**src/rtl/cpu_types_pkg.sv**
```systemverilog
// Shared pipeline types: register index width and operand-forwarding source codes.
package cpu_types_pkg;

  typedef logic [4:0] regbits_t;

  // 2'b11 is deliberately left unused; no stage ever drives it.
  typedef enum logic [1:0] {
    FWD_NONE = 2'b00,
    FWD_WB   = 2'b01,
    FWD_MEM  = 2'b10
  } fwd_t;

endpackage

```
**src/rtl/hazard_unit_if.sv**
```systemverilog
// Hazard-unit outputs bundled for the datapath: forwarding selects, stall controls, stall counter.
interface hazard_unit_if
  import cpu_types_pkg::*;
#(
  parameter int CNT_W = 32
);

  fwd_t             forwardA;
  fwd_t             forwardB;
  fwd_t             fwd_store;
  logic             pc_wen;
  logic             ifid_wen;
  logic             idex_flush;
  logic [CNT_W-1:0] stall_count;

  modport hazard_unit (
    output forwardA, forwardB, fwd_store, pc_wen, ifid_wen, idex_flush, stall_count
  );

  modport datapath (
    input forwardA, forwardB, fwd_store, pc_wen, ifid_wen, idex_flush, stall_count
  );

endinterface

```
**src/rtl/hazard_unit_fwd_select.sv**
```systemverilog
// Forwarding select for one EX operand; EX/MEM beats MEM/WB so the youngest value wins.
module fwd_select
  import cpu_types_pkg::*;
(
  input  regbits_t src,
  input  logic     exmem_wen,
  input  regbits_t exmem_dst,
  input  logic     mem_wen,
  input  regbits_t mem_dst,
  output fwd_t     fwd
);

   // NOTE: assign a default first so every path drives fwd and no latch is inferred.
   always_comb begin
      fwd = FWD_NONE;
      if (exmem_wen && (exmem_dst != '0) && (exmem_dst == src)) begin
         fwd = FWD_MEM;
      end else if (mem_wen && (mem_dst != '0) && (mem_dst == src)) begin
         fwd = FWD_WB;
      end
   end

endmodule

```
**src/rtl/hazard_unit.sv**
```systemverilog
// MIPS 5-stage hazard unit: EX operand forwarding, load-use stall/bubble, saturating stall counter.
module hazard_unit
  import cpu_types_pkg::*;
#(
   parameter int CNT_W = 32
) (
   input  logic                      CLK,
   input  logic                      nRST,
   input  regbits_t                  idex_rs,
   input  regbits_t                  idex_rt,
   input  logic                      MemRead,
   input  regbits_t                  ifid_rs,
   input  regbits_t                  ifid_rt,
   input  logic                      exmem_RegWEN,
   input  regbits_t                  exmem_RegDst,
   input  logic                      mem_RegWEN,
   input  regbits_t                  mem_RegDst,
   input  logic                      idex_MemWrite,
   input  regbits_t                  stall_rt,
   hazard_unit_if.hazard_unit        huif
);

   fwd_t             fwd_a;
   fwd_t             fwd_b;
   logic             stall;
   logic [CNT_W-1:0] stall_count_d;
   logic [CNT_W-1:0] stall_count_q;

   fwd_select u_fwd_a (
      .src       (idex_rs),
      .exmem_wen (exmem_RegWEN),
      .exmem_dst (exmem_RegDst),
      .mem_wen   (mem_RegWEN),
      .mem_dst   (mem_RegDst),
      .fwd       (fwd_a)
   );

   fwd_select u_fwd_b (
      .src       (idex_rt),
      .exmem_wen (exmem_RegWEN),
      .exmem_dst (exmem_RegDst),
      .mem_wen   (mem_RegWEN),
      .mem_dst   (mem_RegDst),
      .fwd       (fwd_b)
   );

   // A load into $0 never produces a real dependency.
   assign stall = MemRead && (stall_rt != '0) &&
                  ((stall_rt == ifid_rs) || (stall_rt == ifid_rt));

   always_comb begin
      stall_count_d = stall_count_q;
      if (stall && (stall_count_q != '1)) begin
         stall_count_d = stall_count_q + 1'b1;
      end
   end

   // NOTE: sequential state uses non-blocking assignment so all flops update together at the edge.
   always_ff @(posedge CLK) begin
      if (nRST) begin
         stall_count_q <= '0;
      end else begin
         stall_count_q <= stall_count_d;
      end
   end

   assign huif.forwardA    = fwd_a;
   assign huif.forwardB    = fwd_b;
   assign huif.fwd_store   = idex_MemWrite ? fwd_b : FWD_NONE;
   assign huif.pc_wen      = !stall;
   assign huif.ifid_wen    = !stall;
   assign huif.idex_flush  = stall;
   assign huif.stall_count = stall_count_q;

endmodule

```
**src/flat_wrapper.sv**
```systemverilog
// flat-port wrapper written by rule: the top's interface ports become plain ports
module hazard_unit_flat import cpu_types_pkg::*;
#(
   parameter int CNT_W = 32
)
  (CLK, nRST, idex_rs, idex_rt, MemRead, ifid_rs, ifid_rt, exmem_RegWEN, exmem_RegDst, mem_RegWEN, mem_RegDst, idex_MemWrite, stall_rt, huif_forwardA, huif_forwardB, huif_fwd_store, huif_pc_wen, huif_ifid_wen, huif_idex_flush, huif_stall_count);
  hazard_unit_if #(.CNT_W(CNT_W)) huif_i ();
  input  logic CLK;
  input  logic nRST;
  input  regbits_t idex_rs;
  input  regbits_t idex_rt;
  input  logic MemRead;
  input  regbits_t ifid_rs;
  input  regbits_t ifid_rt;
  input  logic exmem_RegWEN;
  input  regbits_t exmem_RegDst;
  input  logic mem_RegWEN;
  input  regbits_t mem_RegDst;
  input  logic idex_MemWrite;
  input  regbits_t stall_rt;
  output wire logic [$bits(huif_i.forwardA)-1:0] huif_forwardA;
  output wire logic [$bits(huif_i.forwardB)-1:0] huif_forwardB;
  output wire logic [$bits(huif_i.fwd_store)-1:0] huif_fwd_store;
  output wire logic [$bits(huif_i.pc_wen)-1:0] huif_pc_wen;
  output wire logic [$bits(huif_i.ifid_wen)-1:0] huif_ifid_wen;
  output wire logic [$bits(huif_i.idex_flush)-1:0] huif_idex_flush;
  output wire logic [$bits(huif_i.stall_count)-1:0] huif_stall_count;
  assign huif_forwardA = huif_i.forwardA;
  assign huif_forwardB = huif_i.forwardB;
  assign huif_fwd_store = huif_i.fwd_store;
  assign huif_pc_wen = huif_i.pc_wen;
  assign huif_ifid_wen = huif_i.ifid_wen;
  assign huif_idex_flush = huif_i.idex_flush;
  assign huif_stall_count = huif_i.stall_count;
  hazard_unit #(.CNT_W(CNT_W)) u_core (.CLK(CLK), .nRST(nRST), .idex_rs(idex_rs), .idex_rt(idex_rt), .MemRead(MemRead), .ifid_rs(ifid_rs), .ifid_rt(ifid_rt), .exmem_RegWEN(exmem_RegWEN), .exmem_RegDst(exmem_RegDst), .mem_RegWEN(mem_RegWEN), .mem_RegDst(mem_RegDst), .idex_MemWrite(idex_MemWrite), .stall_rt(stall_rt), .huif(huif_i));
endmodule
```
**config.mk**
```make
export PLATFORM = sky130hd
export DESIGN_NAME = hazard_unit_flat
export DESIGN_NICKNAME = d
export VERILOG_FILES = /design/src/rtl/cpu_types_pkg.sv /design/src/rtl/hazard_unit_if.sv /design/src/rtl/hazard_unit_fwd_select.sv /design/src/rtl/hazard_unit.sv /design/src/flat_wrapper.sv
export SDC_FILE = /design/constraint.sdc
export NUM_CORES = 1
export LEC_CHECK = 0
export CAP_MARGIN = 0
export CORE_ASPECT_RATIO = 0.8
export CORE_UTILIZATION = 45
export CTS_BUF_LIST = sky130_fd_sc_hd__clkbuf_8
export CTS_CLUSTER_SIZE = 10
export DETAILED_ROUTE_END_ITERATION = 10
export PLACE_DENSITY = 0.81
export SYNTH_ARGS = -nofsm -noshare
export SYNTH_HDL_FRONTEND = slang
export SYNTH_SLANG_ARGS = --single-unit
export TNS_END_PERCENT = 5
```
**constraint.sdc**
```tcl
create_clock -name CLK -period 2.8 [get_ports CLK]
set_input_delay 0.42 -clock CLK [delete_from_list [all_inputs] [get_ports CLK]]
set_output_delay 0.42 -clock CLK [all_outputs]
set_load 0.1 [all_outputs]
```
; Word-level counts from Yosys, hierarchy flattened
; Cells that the tools add are included.
[word_totals]
reg_bits = 32
in_bits = 41
out_inout_bits = 41
elab_cells = 28
[op_classes]
n_addsub = 1
n_eq_ne = 7
mux = 5
n_reduce_logical = 14
[ops]
columns = cell, count
row1 = $add A32 B1 Y32 const B, 1
row2 = $ne A32 B32 Y1 const B, 1
row3 = $eq A5 B5 Y1, 6
row4 = $reduce_bool A5 Y1, 3
row5 = $logic_and A1 B1 Y1, 9
row6 = $mux W2, 3
row7 = $mux W1, 2
row8 = $logic_not A1 Y1, 1
row9 = $logic_or A1 B1 Y1, 1

; Depth between registers and ports, before layout
; Gate-level depths: netlist of run 1.
[logic_depth]
ltp_word = 6
ltp_mapped = 9
mapped_depth_nobuf = 7

; Cells and area by module
; A second synthesis of run 1 with hierarchy kept.
[unflattened]
hier_cells = 270
area_unflattened_um2 = 2168.3
[by_module_without_submodules]
columns = mod, instances, cells_each, area_each_um2, seq_area_each_um2
row1 = hazard_unit, 1, 230, 1865.5, 640.6
row2 = fwd_select, 2, 20, 151.4, 0.0

; Least setup slack after synthesis of run 1
; OpenSTA, ideal clock, no wires.
[synth_path]
kind = in2out
startpoint = input port idex_rt[4]
endpoint = output port huif_fwd_store[0]
arrival_ps = 6731
required_time_ps = 2380
setup_slack_ps = -4351
path_stages = 5
n_path_buf = 0
cell_sequence = xnor2_1 -> nand3_1 -> nor4_1 -> nor4_1 -> and2_1
[synth_between]
elab_chain_cells = 5
elab_cells_between_ends = 7
classes_between = eq/ne (2) / mux (3) / reduce/logical (2)
[synth_rtl]
columns = item, line_no
row1 = "start, declared", flat_wrapper.sv:11  ; input regbits_t idex_rt;
row2 = $eq A5 B5 Y1, hazard_unit_fwd_select.sv:18  ; end else if (mem_wen && (mem_dst != '0) && (mem_dst == src)) begin
row3 = $logic_and A1 B1 Y1, hazard_unit_fwd_select.sv:18
row4 = $mux W1, hazard_unit_fwd_select.sv:18
row5 = $mux W2 (*), hazard_unit_fwd_select.sv:16  ; if (exmem_wen && (exmem_dst != '0) && (exmem_dst == src)) begin
row6 = named net huif_forwardB[0], flat_wrapper.sv:22  ; output wire logic [$bits(huif_i.forwardB)-1:0] huif_forwardB;
row7 = $mux W2 (*), hazard_unit.sv:69  ; assign huif.fwd_store = idex_MemWrite ? fwd_b : FWD_NONE;
row8 = "end, declared", flat_wrapper.sv:23  ; output wire logic [$bits(huif_i.fwd_store)-1:0] huif_fwd_store;
; The timed path passes the listed nets; every way through them passes the cells marked *.

; Final worst setup path of run 1
[layout_path]
startpoint = input port exmem_RegDst[4]
endpoint = output port huif_fwd_store[0]
[layout_between]
elab_chain_cells = 5
elab_cells_between_ends = 6
classes_between = eq/ne (1) / mux (2) / reduce/logical (3)
[layout_rtl]
columns = item, line_no
row1 = "start, declared", flat_wrapper.sv:16  ; input regbits_t exmem_RegDst;
row2 = $reduce_bool A5 Y1, hazard_unit_fwd_select.sv:16
row3 = $logic_and A1 B1 Y1, hazard_unit_fwd_select.sv:16
row4 = $logic_and A1 B1 Y1 (*), hazard_unit_fwd_select.sv:16
row5 = $mux W2 (*), hazard_unit_fwd_select.sv:16
row6 = $mux W2 (*), hazard_unit.sv:69
; Every way passes the cells marked *; elsewhere a longest branch is shown, timed or not.

==> results.md, run 1 <==
- The total half-perimeter wirelength after legalization and detailed placement is 4.771 mm.
- STA puts the critical path data arrival time at 2300 ps.
- By area the synthesized netlist is led by sky130_fd_sc_hd__dfxtp_1 30%, sky130_fd_sc_hd__xnor2_1 9.1%, sky130_fd_sc_hd__xor2_1 6.2%.
- The endpoint class of the critical path is an output port.
- Summed over all failing endpoints, the final setup total negative slack is 0 ps.
- No sink is reached through more buffers than the 2 on the longest clock path.
- The congestion estimate from routability-driven global placement came to 0.8098.
- Walking the worst path, the cells encountered are clkdlybuf4s50_1 -> or4_4 -> o21ai_4 -> nor4_4 -> nor4_4 -> and2_4 -> buf_12.
- The iteration count of the initial detailed-routing pass is 6.
- The number of different library cells used by synthesis comes to 41.
- VDD sags by at most 0.2876 mV.
- The count of nets left with antenna violations after detail routing is 0.
- 0 antenna diodes ended up in the layout.
- The global routing usage on met3 is 4.493%.
- Of all cell types, the one taking the most synthesized area is sky130_fd_sc_hd__dfxtp_1.
- The detail-routed via count per cell is 5.745.
- The via count of the first global-routing pass is 2075.
- TritonCTS built the clock tree.
- The final layout contains routed wiring with a total length of 6.313 mm.
- The signed area change from the synthesized netlist to the final layout is 54.70%.
- The share of the cycle needed by the critical path after routing is 97.06%.
- The static leakage is 1.186 nW.
- The violation count after the first detailed-route iteration is 197.
- The clock arrives with 4.836 ps of skew.
- The number of clock sinks seen by CTS is 32.
- The number of clock buffers inserted by TritonCTS is 5.
- The die outline width is 78.71 um.
- Dividing the synthesized area by the synthesized cell count gives 8.210 um2.
- The data required time of the worst path is 2380 ps.
- The net count of the finished layout is 396.
- The highest-utilization routing layer at the global route stage is met2.
- The number of fillers in the final layout is 338.
- The power per unit of standard cell area is 341.2 nW/um2.
- For this run, the top clock speed supported by timing is 368.0 MHz.
- After clock tree synthesis, the clock-pin slew on the worst setup and hold paths is 70 ps.
- From bottom edge to top edge, the die measures 63.37 um.
- The portion of the post-synthesis area used by sequential elements is 30.24%.
- The row count is 21.
- For this run, the number of Yosys warnings is 0.
- Setup repair after global routing left no endpoint under its margin.
- The hold violation count in the final report is 0.
- The total power draw is 0.001118 W.
- The floorplan step defined a die boundary enclosing 4987 um2.
- The measured slew at the worst slew-check pin is 599.3 ps.
- By instance count, the cell type seen most on the critical path is sky130_fd_sc_hd__nor4_4.
- The flow ran to the end, and the final reports show no timing, DRC or antenna violations.
- The final route contains 2367 vias.
- Pin placement for this block handled 82 I/O pins.
- On the worst path, the slowest cell contributes a delay of 460 ps.
- The top cell types in the final layout, fill and taps aside, are 48 x sky130_fd_sc_hd__buf_4, 36 x sky130_fd_sc_hd__clkdlybuf4s50_1, 32 x sky130_fd_sc_hd__dfxtp_1.
- In this run the tightest slew margin relative to its limit is 59.75%.
- The worst path meets setup with 82.27 ps of slack.
- In the final routed layout, each cell accounts on average for 15.32 um.
- The share of cells above drive strength 1 is 24.79%.
- The initial antenna violation count came to 0.
- The number of I/O port buffers is 81.
- Summed over all layers, the global routing overflow is 0.
- The area of the placeable core is 4335 um2.
- The detailed-route DRC error count is 0.
- Setup violations remaining at the end of the flow were counted as 0.
- Along the worst path, the maximum fanout reaches 3.
- The path class of the tightest hold or removal check is reg2reg.
- The fraction of synthesized cell area taken by the top area cell type is 30.24%.
- The net count after synthesis is 300.
- The worst setup slack before clock tree synthesis is -77.18 ps.
- The final critical-path required period is 2718 ps.
- The met2 global-route usage is 40.11%.
- The first global-routing pass estimated 10.07 mm of wire.
- The final number of max-transition violations is 0.
- The most common cell after layout, fill and taps aside is sky130_fd_sc_hd__buf_4.
- The pin count of the biggest net entering global routing is 36.
- Counting every instance in the synthesized netlist gives 258.
- The all-layer global routing usage is 25.71%.
- The initial utilization of the core area, before any placement, comes to 48.86%.
- The critical setup path kind is in2out.
- Among all stages on the critical path, the largest delay is contributed by sky130_fd_sc_hd__clkdlybuf4s50_1.
- The post-synthesis instance area is 2118 um2.
- The number of synthesized register bits is 32.
- The clock insertion delay at the later pin of the skew report is 290 ps.
- The max-capacitance violation count is 0.
- The register with the most flip-flops in the layout has 32 of them.
- The root buffer cell chosen for the clock tree is sky130_fd_sc_hd__clkbuf_8.
- The clock tree synthesis step divided the H-tree into 2 levels.
- The type of origin of the critical path is an input port.
- The met1 usage is 36.35%.
Yosys cell counts:
master / count
sky130_fd_sc_hd__a211oi_1: 1
sky130_fd_sc_hd__a21oi_1: 17
sky130_fd_sc_hd__a311oi_1: 1
sky130_fd_sc_hd__a31o_2: 1
sky130_fd_sc_hd__and2_1: 5
sky130_fd_sc_hd__and3_1: 1
sky130_fd_sc_hd__and3_4: 1
sky130_fd_sc_hd__and4_1: 1
sky130_fd_sc_hd__and4_4: 2
sky130_fd_sc_hd__buf_4: 2
sky130_fd_sc_hd__buf_6: 2
sky130_fd_sc_hd__clkbuf_1: 4
sky130_fd_sc_hd__dfxtp_1: 32
sky130_fd_sc_hd__ha_1: 1
sky130_fd_sc_hd__inv_1: 7
sky130_fd_sc_hd__mux2_2: 6
sky130_fd_sc_hd__nand2_1: 23
sky130_fd_sc_hd__nand2b_1: 2
sky130_fd_sc_hd__nand3_1: 18
sky130_fd_sc_hd__nand4_1: 4
sky130_fd_sc_hd__nand4b_1: 3
sky130_fd_sc_hd__nor2_1: 19
sky130_fd_sc_hd__nor2b_1: 7
sky130_fd_sc_hd__nor3_1: 5
sky130_fd_sc_hd__nor3_2: 1
sky130_fd_sc_hd__nor4_1: 9
sky130_fd_sc_hd__nor4_4: 1
sky130_fd_sc_hd__nor4b_2: 1
sky130_fd_sc_hd__o2111ai_1: 3
sky130_fd_sc_hd__o21a_1: 1
sky130_fd_sc_hd__o21ai_0: 6
sky130_fd_sc_hd__o21ai_2: 1
sky130_fd_sc_hd__o22a_1: 1
sky130_fd_sc_hd__o22ai_1: 1
sky130_fd_sc_hd__o31ai_1: 10
sky130_fd_sc_hd__o41ai_1: 1
sky130_fd_sc_hd__or3_1: 3
sky130_fd_sc_hd__or3_4: 1
sky130_fd_sc_hd__or4_1: 16
sky130_fd_sc_hd__xnor2_1: 22
sky130_fd_sc_hd__xor2_1: 15
kinds of logic after synthesis:
group / after synthesis / synth area share (%)
DFF: 32 / 30.24
xor gates and xnor gates: 37 / 15.30
buffers and inverters: 15 / 3.721
adders and majority gates: 1 / 0.5906
and+or+nand+nor: 123 / 33.67
muxes: 6 / 3.189
AOI/OAI and AO/OA: 44 / 13.29
routing by layer:
metal  vias up  wire, um
li1       1152         -
met1      1107      2878
met2        97      2956
met3        11       404
met4         0        74
met5         -         0
cell type report:
| class | instances | area [um2] | share of cell area [%] |
|---|---|---|---|
| clock buffer | 5 | 68.82 | 2.100 |
| clock inverter | 3 | 42.54 | 1.298 |
| inverter | 7 | 26.28 | 0.8018 |
| multi-input combinational | 211 | 1480 | 45.17 |
| sequential | 32 | 640.6 | 19.55 |
| tap | 57 | 71.32 | 2.176 |
| timing repair buffer | 97 | 947.2 | 28.90 |
worst paths after layout:
kind	from	end	slack, ps	cells past startpoint
setup reg to reg	u_core.huif.stall_count[0]	u_core.huif.stall_count[16]	290	7
hold reg to reg	u_core.huif.stall_count[30]	u_core.huif.stall_count[30]	500	2
hold / removal	u_core.huif.stall_count[30]	u_core.huif.stall_count[30]	500	2
setup / recovery	exmem_RegDst[4]	huif_fwd_store[0]	80	7
worst max-delay path: cells and delay by family:
| kind | cells | cell delay (ps) |
|---|---|---|
| simple gates | 4 | 1040 |
| buf+inv | 2 | 630 |
| compound gates | 1 | 200 |
power breakdown:
part           internal, W  switching [W]
Clock             0.000263       0.000183
Combinational     0.000107       0.000109
Sequential        0.000455    0.000000374
Total             0.000826       0.000292
stage by stage:
step                util [%]  instances  hold WS, ps  instance area [um2]
floorplan                  -        258        591.5                 2196
global placement       72.79        404        484.0                 3156
detailed placement     72.79        404        485.5                 3156
CTS                    75.41        412        495.9                 3269
global route           75.58        412        526.3                 3277
finish                 75.58        412        495.5                 3277
timing repair:
item / CTS / global route
gates resized for setup: 2 / 3
hold buffers: 0 / 0
buffers inserted: 0 / 0
pin swaps: 0 / 3
endpoints found under the setup margin: 2 / 1
No activity file was read; power rests on OpenSTA's default activity.
==> inputs of run 2 (changes only) <==
--- a/config.mk
+++ b/config.mk
@@ -9,9 +9,11 @@
 export CORE_ASPECT_RATIO = 0.8
 export CORE_UTILIZATION = 45
 export CTS_BUF_LIST = sky130_fd_sc_hd__clkbuf_8
+export CTS_CLUSTER_DIAMETER = 150
 export CTS_CLUSTER_SIZE = 10
 export DETAILED_ROUTE_END_ITERATION = 10
 export PLACE_DENSITY = 0.81
+export RECOVER_POWER = 25
 export SYNTH_ARGS = -nofsm -noshare
 export SYNTH_HDL_FRONTEND = slang
 export SYNTH_SLANG_ARGS = --single-unit
==> run 2 against run 1 <==
Register-to-register slack barely moved. Maximum frequency rose by 0.11%. Global-route usage did not move. Clock power barely moved. Sequential share of layout area rose by 0.41 points. Die area did not move.
==> results.md, run 2 (synthesis results as in run 1) <==
- The setup clock skew after layout is 5.704 ps.
- The congestion estimate from routability-driven global placement came to 0.8098.
- Per report_power, the clock group accounts for 39.9% of the total.
- The hold violation count in the final report is 0.
- The worst-case IR drop observed on VDD is 0.2838 mV.
- The area of the die is 4987 um2.
- The global-route wire length before repair is 10.07 mm.
- The critical setup path kind is in2out.
- Measured against its own limit, the worst slew margin works out to 20.72%.
- The critical path data arrival time is 2290 ps.
- After the last flow step, the layout net total stands at 396.
- The longest clock path from root to sink contains 2 buffers.
- After detailed routing, the number of remaining DRC violations is 0.
- The worst reg-to-reg setup slack is 280 ps.
- Of the total power, the share spent switching nets is 26.09%.
- The H-tree depth is 2.
- The TritonCTS clock tree is built.
- The top fanout value on the critical path is 3.
- The total net switching power is 0.0002913 W.
- For this design the ratio of total power to cell area is 348.0 nW/um2.
- After floorplanning, the core was sized to cover 4335 um2.
- The final number of max-transition violations is 0.
- Timing would allow up to 368.4 MHz.
- The die outline width is 78.71 um.
- The flow ran to the end, and the final reports show no timing, DRC or antenna violations.
- In the final timing run, aggregate negative setup slack is 0 ps.
- The total half-perimeter wirelength after legalization and detailed placement is 4.771 mm.
- The type of origin of the critical path is an input port.
- The measured slew at the worst slew-check pin is 1194 ps.
- Dividing the detail-routed via count by the number of cells gives 5.697.
- The number of clock sinks seen by CTS is 32.
- The critical register-to-register path startpoint is u_core.huif.stall_count[0].
- The endpoint class of the critical path is an output port.
- Relative to the synthesized area, the layout overhead comes to 51.51%.
- Clock-pin slew was measured on the worst setup and hold paths at 70 ps.
- STA puts the critical path data required time at 2380 ps.
- The number of setup violations in the final report is 0.
- The largest individual stage delay along the critical path comes from the cell sky130_fd_sc_hd__clkdlybuf4s50_1.
- The number of I/O port buffers is 81.
- The delay of the slowest critical-path stage is 460 ps.
- The count of cells in the finished layout, fillers not included, comes to 412.
- The floorplan step set the die height to 63.37 um.
- In the layout the commonest cells are 36 x sky130_fd_sc_hd__clkdlybuf4s50_1, 32 x sky130_fd_sc_hd__dfxtp_1, 30 x sky130_fd_sc_hd__buf_4.
- CTS placed an instance of sky130_fd_sc_hd__clkbuf_8 at the clock tree root.
- Of the available clock period, the critical path in the final layout requires 96.95%.
- Setup repair after global routing left no endpoint under its margin.
- The clock reaches the later pin of the worst-skew pair after 290 ps.
- In this run, placement finished with an instance count of 404.
- The via count is 2347.
- The iteration count of the initial detailed-routing pass is 6.
- The remaining global-route overflow is 0.
- The worst hold path terminates at u_core.huif.stall_count[30].
- In this design, the critical path's most frequently occurring cell is sky130_fd_sc_hd__nor4_4.
- The violation count after the first detailed-route iteration is 213.
- The final critical-path required period is 2715 ps.
- TritonCTS created 5 clock buffers.
- The tool flagged a number of max-cap violations equal to 0.
- The internal power is 0.0008255 W.
- The cell depth of the worst flop-to-flop path is 7.
- Registers take 640.6 um2.
- Entering global routing, the biggest net connects 36 pins.
- The hold-critical path depth is 2.
- The initialized floorplan defines 21 standard-cell rows.
- Dividing the detail-routed wire length by the instance count gives 15.31 um.
- The area used by multi-input combinational logic is 1480 um2.
- The count of nets left with antenna violations after detail routing is 0.
- Wires add up to 6.307 mm.
- The initial antenna violation count is 0.
- The via count of the first global-routing pass is 2075.
- The share of total power dissipated in combinational logic is 19.3%.
- The sequential share of power is 40.8%.
- Global routing consumed, over all layers together, 25.71% of the routing resources.
- 0 antenna diodes ended up in the layout.
- The tightest min-delay check is of the reg2reg type.
- The number of I/O pins is 82.
- The total setup buffers inserted after CTS is 0.
- For this configuration, the core starts out at a cell density of 48.86%.
- The static leakage is 1.109 nW.
- Leaving out fill and tap cells, the most frequent cell in the layout is sky130_fd_sc_hd__clkdlybuf4s50_1.
- The post-route netlist has 19.72% of its cells at a drive strength greater than 1.
- The layout has 355 filler cells.
- In this run the most critical hold path is launched from u_core.huif.stall_count[30].
- The register with the most flip-flops in the layout has 32 of them.
- The end of the worst register-to-register path is u_core.huif.stall_count[16].
- The critical path goes through clkdlybuf4s50_1 -> or4_4 -> o21ai_4 -> nor4_4 -> nor4_4 -> and2_4 -> buf_12.
==> run 2: power groups by stage <==
stage | clock network [W] | logic (W) | registers, W
after global routing | 0.000471 | 0.000227 | 0.000456
after floorplan | 0 | 0.0000974 | 0.000471
final | 0.000445 | 0.000216 | 0.000456
after detailed placement | 0 | 0.000213 | 0.000466
after global placement | 0 | 0.000209 | 0.000466
after CTS | 0.000451 | 0.000216 | 0.000456
==> run 2: worst max path at each step <==
stage,from,end,slack (ps),cells after the start
6_report,exmem_RegDst[4],huif_fwd_store[0],90,7
5_1_grt,exmem_RegDst[4],huif_fwd_store[0],10,7
4_1_cts,mem_RegDst[2],huif_fwd_store[0],9,7
3_5_place_dp,mem_RegDst[4],huif_fwd_store[0],-80,7
3_3_place_gp,mem_RegDst[4],huif_fwd_store[0],20,7
2_1_floorplan,exmem_RegDst[0],huif_fwd_store[0],-540,5
==> run 2: repair_timing <==
action | in CTS | in global routing
endpoints found under the hold margin | 0 | 0
setup endpoints to repair | 2 | 1
pin swaps | 0 | 3
gates resized for setup | 2 | 3
hold buffers | 0 | 0
==> run 2: layer usage <==
layer	share of wire (%)	track usage [%]	routed length, um	up-vias
met4	1.1	6.481	70	0
met2	47	40.11	2969	99
met3	6.2	4.493	390	11
met5	0	0	0	-
li1	-	-	-	1150
met1	46	36.35	2875	1087
==> run 2: critical path, delay by kind of cell <==
family | cells | cell delay, ps
buffers and inverters | 2 | 630
AOI/OAI and AO/OA | 1 | 200
and+or+nand+nor | 4 | 1040
==> run 2: through the flow <==
| step | total power, W | area [um2] | setup slack [ps] | util [%] | hold WS (ps) |
|---|---|---|---|---|---|
| after floorplan | 0.0005686 | 2196 | -542.2 | - | 591.5 |
| after global placement | 0.0006751 | 3156 | 21.99 | 72.79 | 484.0 |
| after detailed placement | 0.0006795 | 3156 | -77.18 | 72.79 | 485.5 |
| after CTS | 0.001123 | 3269 | 9.022 | 75.41 | 495.9 |
| after global routing | 0.001154 | 3209 | 12.70 | 74.03 | 525.6 |
| final | 0.001117 | 3209 | 85.34 | 74.03 | 493.0 |
==> run 2: final cells by class <==
cell class / count / area share (%)
well taps: 57 / 2.222
flip-flops and latches: 32 / 19.96
repair buffers: 97 / 27.41
clock buffers: 5 / 2.144
multi-input cells: 211 / 46.12
clock inverters: 3 / 1.326
inverters: 7 / 0.8187
==> inputs of run 3 (changes only) <==
--- a/config.mk
+++ b/config.mk
@@ -7,12 +7,12 @@
 export LEC_CHECK = 0
 export CAP_MARGIN = 0
 export CORE_ASPECT_RATIO = 0.8
-export CORE_UTILIZATION = 45
+export CORE_UTILIZATION = 49
 export CTS_BUF_LIST = sky130_fd_sc_hd__clkbuf_8
 export CTS_CLUSTER_DIAMETER = 150
 export CTS_CLUSTER_SIZE = 10
 export DETAILED_ROUTE_END_ITERATION = 10
-export PLACE_DENSITY = 0.81
+export PLACE_DENSITY = 0.87
 export RECOVER_POWER = 25
 export SYNTH_ARGS = -nofsm -noshare
 export SYNTH_HDL_FRONTEND = slang
==> constraint.sdc (replaced) <==
create_clock -name CLK -period 3.3 [get_ports CLK]
set_input_delay 0.495 -clock CLK [delete_from_list [all_inputs] [get_ports CLK]]
set_output_delay 0.495 -clock CLK [all_outputs]
set_load 0.01 [all_outputs]
==> run 3 against run 2 <==
Non-clock buffer count decreased by 6. Clock power shrank 16%. Register-to-register slack better by 420 ps. Power is 19% lower. Critical path depth decreased by 1. Die area is 7.9% lower. Sequential cell count unchanged. Largest cell class unchanged. Largest power group unchanged.
==> results.md, run 3 (synthesis results as in run 1) <==
- The count of nets left with antenna violations after detail routing is 0.
- The H-tree depth is 2.
- The worst hold path belongs to the class reg2reg.
- The hold violation count in the final report came to 0.
- The hold-fix buffer count after cts is 0.
- The core region is 3954 um2.
- In this run the tightest slew margin relative to its limit is 44.53%.
- In this design, the stage delay of the slowest critical-path cell is 580 ps.
- In this run the most critical hold path is launched from u_core.huif.stall_count[11].
- The logic gate share of total power is 15.6%.
- The global routing usage on met3 is 5.648%.
- After clock tree synthesis, the setup repair step added 0 buffers.
- STA puts the critical path data required time at 2800 ps.
- The worst setup path is captured at an output port.
- Of the total power, the share spent switching nets is 23.44%.
- Counting I/O delays and the setup requirement, the final critical path takes 3140 ps.
- Derived from the worst setup path, the maximum achievable clock frequency is 318.4 MHz.
- The cell depth of the worst flop-to-flop path is 7.
- In this run, flip-flops and latches consume 43.1% of the power.
- The cell type of the slowest stage on the worst timing path is sky130_fd_sc_hd__clkdlybuf4s50_1.
- Timing analysis after detailed placement gives a worst setup slack of -91.13 ps.
- The number of fillers in the final layout is 293.
- After global routing, the most crowded layer is met2.
- Once the floorplan was initialized, standard cells occupied 53.58% of the core.
- The die covers 4592 um2.
- The area of placed instances is 3020 um2.
- The setup check on the worst reg-to-reg path leaves a slack of 700 ps.
- With fillers left out, the area of the finished cells amounts to 3142 um2.
- Including well taps, the total number of placed cells is 396.
- After layout, the worst setup slack is 159.8 ps.
- Leaving out filler cells and counting taps, the final layout contains 404.
- In the routed layout, each cell is associated on average with a via count of 5.780.
- The antenna cell count is 0.
- The most common cell after layout, fill and taps aside is sky130_fd_sc_hd__clkdlybuf4s50_1.
- The hold-critical path depth is 2.
- In the layout the commonest cells are 61 x sky130_fd_sc_hd__clkdlybuf4s50_1, 32 x sky130_fd_sc_hd__dfxtp_1, 23 x sky130_fd_sc_hd__nand2_1.
- Counting the buffers created by CTS gives 5.
- The number of setup violations in the final report is 0.
- On the critical path the largest part of the delay comes from buffers and inverters.
- The summed negative setup slack over all endpoints is 0 ps.
- The signal on the critical path passes through clkdlybuf4s50_1 -> or4_1 -> o21ai_1 -> nor4_1 -> nor4_1 -> clkdlybuf4s50_1.
- The worst register-to-register path ends at u_core.huif.stall_count[16].
- The post-detailed-routing wire length is 6.001 mm.
- Global routing consumed, on the met1 layer, 32.49% of the routing resources.
- STA classifies the critical path startpoint as an input port.
- The setup clock skew after layout is 6.027 ps.
- The number of clock sinks seen by CTS is 32.
- The number of I/O port buffers is 81.
- The first routing iteration left 107 violations.
- At the pin with the least slew margin, the transition time is 825.7 ps.
- The net count of the finished layout is 390.
- In this run the vertical extent of the chip is 60.81 um.
- The clock network fraction of design power is 41.3%.
- The power per unit of standard cell area is 286.4 nW/um2.
- Relative to the synthesized area, the layout overhead comes to 48.32%.
- The TritonCTS clock tree is built.
- The pin count of the biggest net entering global routing is 25.
- The register with the most flip-flops in the layout has 32 of them.
- The floorplan has 20 rows.
- The final number of max-transition violations was 0.
- For the worst-skew pair, the clock arrives at the later sink with an insertion delay of 290 ps.
- The met2 global-route usage is 46.81%.
- Global routing consumed, over all layers together, 26.36% of the routing resources.
- The number of buffer and inverter stages on the critical path is 2.
- For this design the top-level I/O count stands at 82.
- The critical setup path kind is in2out.
- The cell sitting at the root of the clock tree is a sky130_fd_sc_hd__clkbuf_8.
- For this run, design rule violations remaining after detail routing come to 0.
- The internal power is 0.0006889 W.
- Setup repair after global routing could not meet its margin everywhere.
- The critical register-to-register path startpoint is u_core.huif.stall_count[0].
- The global placer's final weighted congestion is 0.8266.
- Summing over every cut layer, the via total after detailed routing is 2335.
- Summed over all nets, the switching power comes to 0.0002109 W.
- After detailed routing, the average wire length per cell comes to 14.85 um.
- The iteration count of the initial detailed-routing pass is 4.
- The longest clock path from root to sink contains 2 buffers.
- The critical path data arrival time is 2650 ps.
- The remaining global-route overflow is 0.
- The first global-routing pass estimated 9.211 mm of wire.
- Detailed placement ended at an HPWL of 4.512 mm.
- After clock tree synthesis, the clock-pin slew on the worst setup and hold paths is 70 ps.
- In this run the horizontal extent of the chip is 75.51 um.
- The initial antenna violation count is 0.
- The maximum ir drop on the vdd rail is 0.2485 mV.
- The max-capacitance violation count is 0.
- The capture endpoint of the worst hold path is u_core.huif.stall_count[11].
- The via count of the first global-routing pass was 2069.
- After layout, the worst path uses 95.16% of the clock period.
- Summed over all cells, the static leakage comes to 1.098 nW.
- Of the cells placed in the final design, the portion with a size suffix greater than 1 is 9.742%.
- The run finished with clean final reports.
- The top fanout value on the critical path is 2.
==> run 3: metal layers <==
metal	vias to the layer above	routed length, um
met1	1086	2560
met4	0	72
met2	103	2856
met3	10	511
met5	-	0
li1	1136	-
==> run 3: power groups by stage <==
stage	clock network [W]	logic (W)	registers [W]
after floorplan	0	0.0000555	0.000396
after global placement	0	0.000135	0.000396
after detailed placement	0	0.000139	0.000396
after CTS	0.000371	0.000140	0.000387
after global routing	0.000388	0.000152	0.000387
final	0.000372	0.000141	0.000387
==> run 3: what timing repair did <==
action | in CTS | in global routing
endpoints found under the setup margin | 1 | 3
pin swaps | 1 | 0
resized for setup | 2 | 3
endpoints found under the hold margin | 0 | 0
==> run 3: worst register-to-register path: cells and delay by family (launching register included) <==
family,cells,cell delay (ps)
DFF,1,450
and+or+nand+nor,3,890
buffers and inverters,1,90
adders and majority gates,1,300
AOI/OAI and AO/OA,1,410
muxes,1,350
==> run 3: worst max path at each step <==
stage               cells past startpoint  slack (ps)             from                 to
floorplan                               5         710  exmem_RegDst[0]  huif_fwd_store[0]
global placement                        7           4  exmem_RegDst[0]  huif_fwd_store[0]
detailed placement                      7         -90  exmem_RegDst[3]  huif_fwd_store[0]
CTS                                     6         100    mem_RegDst[4]   huif_forwardB[0]
global route                            6         -20  exmem_RegDst[0]   huif_forwardA[0]
finish                                  6         160  exmem_RegDst[3]   huif_forwardA[0]
==> run 3: through the flow <==
step | hold slack [ps] | utilization [%] | total power, W
global placement | 486.5 | 76.39 | 0.0005317
floorplan | 504.2 | - | 0.0004518
detailed placement | 504.7 | 76.39 | 0.0005351
global route | 534.5 | 79.46 | 0.0009265
CTS | 517.1 | 79.24 | 0.0008988
finish | 514.5 | 79.46 | 0.0008998
==> run 3: layout make-up <==
| cell class | instances | area [um2] | area share, % |
|---|---|---|---|
| multi-input combinational | 211 | 1411 | 44.92 |
| timing repair buffer | 91 | 887.1 | 28.24 |
| sequential | 32 | 640.6 | 20.39 |
| clock buffer | 5 | 68.82 | 2.190 |
| tap | 55 | 68.82 | 2.190 |
| clock inverter | 3 | 38.79 | 1.235 |
| inverter | 7 | 26.28 | 0.8363 |
==> edit 1 (settings of run 2) <==
`CNT_W` is set to 32 in 3 places; all go to 48.
--- a/src/rtl/hazard_unit_if.sv
+++ b/src/rtl/hazard_unit_if.sv
@@ -2,7 +2,7 @@
 interface hazard_unit_if
   import cpu_types_pkg::*;
 #(
-  parameter int CNT_W = 32
+  parameter int CNT_W = 48
 );
 
   fwd_t             forwardA;
--- a/src/rtl/hazard_unit.sv
+++ b/src/rtl/hazard_unit.sv
@@ -2,7 +2,7 @@
 module hazard_unit
   import cpu_types_pkg::*;
 #(
-   parameter int CNT_W = 32
+   parameter int CNT_W = 48
 ) (
    input  logic                      CLK,
    input  logic                      nRST,
--- a/src/flat_wrapper.sv
+++ b/src/flat_wrapper.sv
@@ -1,7 +1,7 @@
 // flat-port wrapper written by rule: the top's interface ports become plain ports
 module hazard_unit_flat import cpu_types_pkg::*;
 #(
-   parameter int CNT_W = 32
+   parameter int CNT_W = 48
 )
   (CLK, nRST, idex_rs, idex_rt, MemRead, ifid_rs, ifid_rt, exmem_RegWEN, exmem_RegDst, mem_RegWEN, mem_RegDst, idex_MemWrite, stall_rt, huif_forwardA, huif_forwardB, huif_fwd_store, huif_pc_wen, huif_ifid_wen, huif_idex_flush, huif_stall_count);
   hazard_unit_if #(.CNT_W(CNT_W)) huif_i ();
Ports: changed (resized huif_stall_count); port bits go from 82 to 98. No check against the original RTL was run, so the function may have changed too.
==> edit 1 against run 2 <==
  * Sequential cell count is 16 higher
  * Critical path depth stayed put
  * Wire length is 45% higher
  * Final area is 32% higher
  * Global-route usage is 0.12 points higher
  * First-iteration DRC count is 28% higher
  * Die area is 46% higher
  * Worst setup slack worse by 32 ps
  * Synthesized area is 47% higher
  * Total power is 16% higher
  * Cell count is 37% higher
  * Clock skew is 3.4 ps higher
  * Sequential power is 50% higher
==> edit 1: results <==
place:
  numPortBuffers: 97
  dp_hpwl_um: 6770
  place_congestion: 0.865
  pre_cts_slack_ps: -77.6
  placedCellCount: 556
yosys:
  synth_cell_type_count: 51
  yosys-top-cells-count: "dfxtp_1 (48), a21oi_1 (37), or4_1 (28)"
  synth_cells: 383
  syn_nets: 425
  ys_seq_area_share_pct: 30.8
finish:
  nets: 522
  largest_reg_flops: 48
  layout.cells.non_filler: 564
  drive_above_1_share_pct: 17.3
  nFillCells: 581
routing:
  topRoutingLayerUsed: "met4"
  firstDrtPassIters: 4
  drt-met1-wl_um: 4280
  wl_per_cell_um: 16.2
  dr_wl_met2_um: 4130
  met3_length_um: 626
  drt_iter0_markers: 273
  vias: 3441
power_and_ir_drop:
  combPwrFrac_pct: 16.4
  leakage_nw: 1.37
  ir_drop_uv: 215
  p_sw_mw: 0.337
clock_network:
  clk_pin_slew_ps: 90
  h-tree-depth: 2
  cts_made_buffers: 5
status:
  outcome: "complete, no violations"
worst_setup_path:
  cp_slowest_cell: "or4_4"
  cp.arrival_ps: 2330
  cpPeakStageDelay_ps: 550
global_route:
  grt_max_degree: 48
  grtUsageTotal_pct: 25.8
  grt_pass1_wl_um: 15100
  grt_pass1_vias: 3160
timing:
  worst_slew_pin_slew_ps: 1210
  skew_ps: 9.08
edit 1: changes by cell type after synthesis, sizes merged, moves of 5 or more:
cell    change
clkbuf      +7
nor2        +7
buf         +8
o31ai      +12
nand4      +22
and3        +6
or3         +6
xnor2       -5
o21ai       +5
dfxtp      +16
a21oi      +20
or4        +12
edit 1: power by group through the flow:
stage / combinational (mW) / sequential [mW] / clock (mW)
2_1_floorplan: 0.102 / 0.704 / 0
3_3_place_gp: 0.206 / 0.700 / 0
3_5_place_dp: 0.209 / 0.700 / 0
4_1_cts: 0.212 / 0.684 / 0.403
5_1_grt: 0.226 / 0.684 / 0.436
6_report: 0.211 / 0.684 / 0.396
edit 1: path summary, 6_finish.rpt:
check	startpoint	end	slack (ps)	cells after the start
worst min-delay path	u_core.huif.stall_count[15]$_SDFFE_PP0P_	u_core.huif.stall_count[15]$_SDFFE_PP0P_	500	2
worst min register to register	u_core.huif.stall_count[15]$_SDFFE_PP0P_	u_core.huif.stall_count[15]$_SDFFE_PP0P_	500	2
worst max register to register	u_core.huif.stall_count[0]$_SDFFE_PP0P_	u_core.huif.stall_count[32]$_SDFFE_PP0P_	290	7
worst max-delay path	exmem_RegDst[0]	huif_fwd_store[0]	50	7
edit 1: logic make-up (layout without fill, tap and decap cells):
group,Yosys count,in the layout,synth area share (%)
simple gates,184,184,35.9
compound gates,81,81,15.8
flops,48,48,30.8
xor+xnor,31,31,8.70
buf+inv,30,127,5.53
mux,8,8,2.89
fa+ha+maj,1,1,0.401
edit 1: cell type report:
class	count	share of cell area, %
sequential	48	22.7
tap	84	2.48
timing repair buffer	114	23.7
clock buffer	5	1.62
inverter	6	0.531
multi-input combinational	305	48.8
clock inverter	2	0.207
edit 1: timing repair:
item,4_1_cts,5_1_grt
setup endpoints to repair,2,2
setup buffers,1,0
resized for setup,1,1
pin swaps,3,1
edit 1: worst max-delay path: cells and delay by family:
| kind | cells | cell delay, ps |
|---|---|---|
| buffers and inverters | 2 | 590 |
| and+or+nand+nor | 4 | 1140 |
| AOI/OAI and AO/OA | 1 | 170 |
edit 1: stage by stage:
| stage | util [%] | total power, mW | cell area, um2 | hold WS [ps] |
|---|---|---|---|---|
| global placement | 64.9 | 0.905 | 4250 | 485 |
| global route | 64.8 | 1.35 | 4240 | 531 |
| finish | 64.8 | 1.29 | 4240 | 497 |
| floorplan | - | 0.805 | 3200 | 767 |
| detailed placement | 64.9 | 0.908 | 4250 | 486 |
| CTS | 66.3 | 1.30 | 4330 | 500 |
edit 1: per-layer routing:
layer	global-route usage (%)	vias to the layer above
met3	4.49	14
met2	38.5	140
met1	37.6	1625
li1	-	1662
met4	7.42	0
met5	0	-
==> edit 2 (settings of run 2) <==
Made on the original files. Make the reset (`nRST`) asynchronous in one clocked block.
--- a/src/rtl/hazard_unit.sv
+++ b/src/rtl/hazard_unit.sv
@@ -56,7 +56,7 @@
    end
 
    // NOTE: sequential state uses non-blocking assignment so all flops update together at the edge.
-   always_ff @(posedge CLK) begin
+   always_ff @(posedge CLK or posedge nRST) begin
       if (nRST) begin
          stall_count_q <= '0;
       end else begin
Function: differs if nRST is asserted again (counterexample within 4 cycles, from zero or initial values and one cycle with nRST high); with nRST held inactive, the same outputs for 10 cycles.
==> edit 2 against run 2 <==
  * The flow now finishes with violations (max-capacitance violations, max-slew violations)
  * Synthesized cell count decreased by 23%
  * Worst hold slack improved by 3.4 ps
  * Worst setup slack got worse by 0.91 ps
  * Non-clock buffer count decreased by 3
  * Synthesized area decreased by 5.7%
  * Final area decreased by 2.8%
  * Wire length decreased by 20%
  * Clock skew decreased by 3.4 ps
  * Fmax about the same
  * Sequential cell count unchanged
  * Critical path depth unchanged
  * Cell count decreased by 14%
  * Largest cell class unchanged
Power is not compared: it rests on default switching activity, and its combinational part moved more than twofold at a synthesized area within 25%.
==> edit 2: results <==
place:
  place_congestion: 0.807
  placed_area_um2: 3020
  pre_cts_slack_ps: 6.24
  dp_hpwl_um: 3990
yosys:
  ys_seq_area_share_pct: 40.1
  async_flop_share_pct: 100
  yosys-top-cells-count: "xnor2_1 (43), dfrtp_1 (32), nand4_1 (19)"
  ys.flop_type: "dfrtp_1"
  synth_cell_type_count: 35
  synth_area_leaders: "dfrtp_1 (40%), xnor2_1 (19%), xor2_1 (7.0%)"
flow_run:
  maxCapViolCount: 1
status:
  outcome: "finished with violations"
  violations: "max-capacitance violations, max-slew violations"
routing:
  drt_iter0_markers: 91
  vias: 1876
  wl_um: 5020
  firstDrtPassIters: 4
global_route:
  grtUsageTotal_pct: 21.9
  grt_max_degree: 33
  grt_pass1_vias: 1702
worst_hold_path:
  whs_path_depth: 1
timing:
  drv_slew: 33
  worst_slew_pin_slew_ps: 1670
  skew_ps: 2.34
  fin_crit_ps: 2720
worst_setup_path:
  cp_slowest_cell: "or4_4"
  rrSetupSlack_ps: 410
finish:
  drive_above_1_share_pct: 25.9
  nets: 338
  nFillCells: 305
edit 2: final cells by class:
class	count	area [um2]	area share, %
multi-input cells	160	1230	39.4
repair buffers	94	917	29.4
flip-flops and latches	32	801	25.7
clock buffers	6	82.6	2.65
well taps	57	71.3	2.29
inverters	3	11.3	0.361
clock inverters	2	7.51	0.241
edit 2: what timing repair did:
action                     CTS  global route
buffers inserted             0             1
resized for setup            0             2
setup endpoints to repair    0             2
edit 2: worst paths after layout:
| kind | start | to |
|---|---|---|
| worst max-delay path | exmem_RegDst[0] | huif_fwd_store[0] |
| worst min-delay path | u_core.huif.stall_count[13]$_DFFE_PP0P_ | u_core.huif.stall_count[13]$_DFFE_PP0P_ |
| worst max register to register | u_core.huif.stall_count[1]$_DFFE_PP0P_ | u_core.huif.stall_count[7]$_DFFE_PP0P_ |
| worst min register to register | u_core.huif.stall_count[13]$_DFFE_PP0P_ | u_core.huif.stall_count[13]$_DFFE_PP0P_ |
| max in group asynchronous | nRST | u_core.huif.stall_count[26]$_DFFE_PP0P_ |
| min in group asynchronous | nRST | u_core.huif.stall_count[18]$_DFFE_PP0P_ |
edit 2: cells by family (layout without fill, tap and decap cells):
| family | after synthesis | count (layout) | share of synthesized area, % |
|---|---|---|---|
| flip-flops | 32 | 32 | 40.1 |
| multiplexers | 2 | 2 | 1.13 |
| XOR/XNOR | 59 | 59 | 25.9 |
| AND/OR/NAND/NOR | 87 | 87 | 26.8 |
| AO/OA/AOI/OAI | 11 | 11 | 3.76 |
| buffers and inverters | 6 | 105 | 1.75 |
| adder cells (fa/ha/maj) | 1 | 1 | 0.626 |
edit 2: stage by stage:
stage | TNS (ps) | cells | total power [mW] | util (%)
after floorplan | -1150 | 198 | 0.794 | -
after global placement | 0 | 345 | 0.955 | 71.3
after detailed placement | 0 | 345 | 0.958 | 71.3
after CTS | 0 | 353 | 1.30 | 73.5
after global routing | 0 | 354 | 1.35 | 73.7
final | 0 | 354 | 1.30 | 73.7
edit 2: power by group:
| group | total [mW] | leakage, nW | internal, mW | switching, mW |
|---|---|---|---|---|
| clock network | 0.347 | 0.0538 | 0.193 | 0.154 |
| logic | 0.439 | 0.846 | 0.155 | 0.284 |
| registers | 0.512 | 0.444 | 0.483 | 0.0291 |
| total | 1.30 | 1.34 | 0.831 | 0.467 |
edit 2: metal layers:
layer	vias to the layer above	share of wire [%]	routed length [um]	GRT usage, %
met2	69	44	2230	32.9
met5	-	0	0	0
met4	0	1.3	64	7.14
li1	908	-	-	-
met1	891	49	2450	31.1
met3	8	5.7	284	5.63
edit 2: critical path: cells and delay by family:
kind / cells / cell delay [ps]
AND/OR/NAND/NOR: 4 / 1110
buffers and inverters: 2 / 600
AO/OA/AOI/OAI: 1 / 170
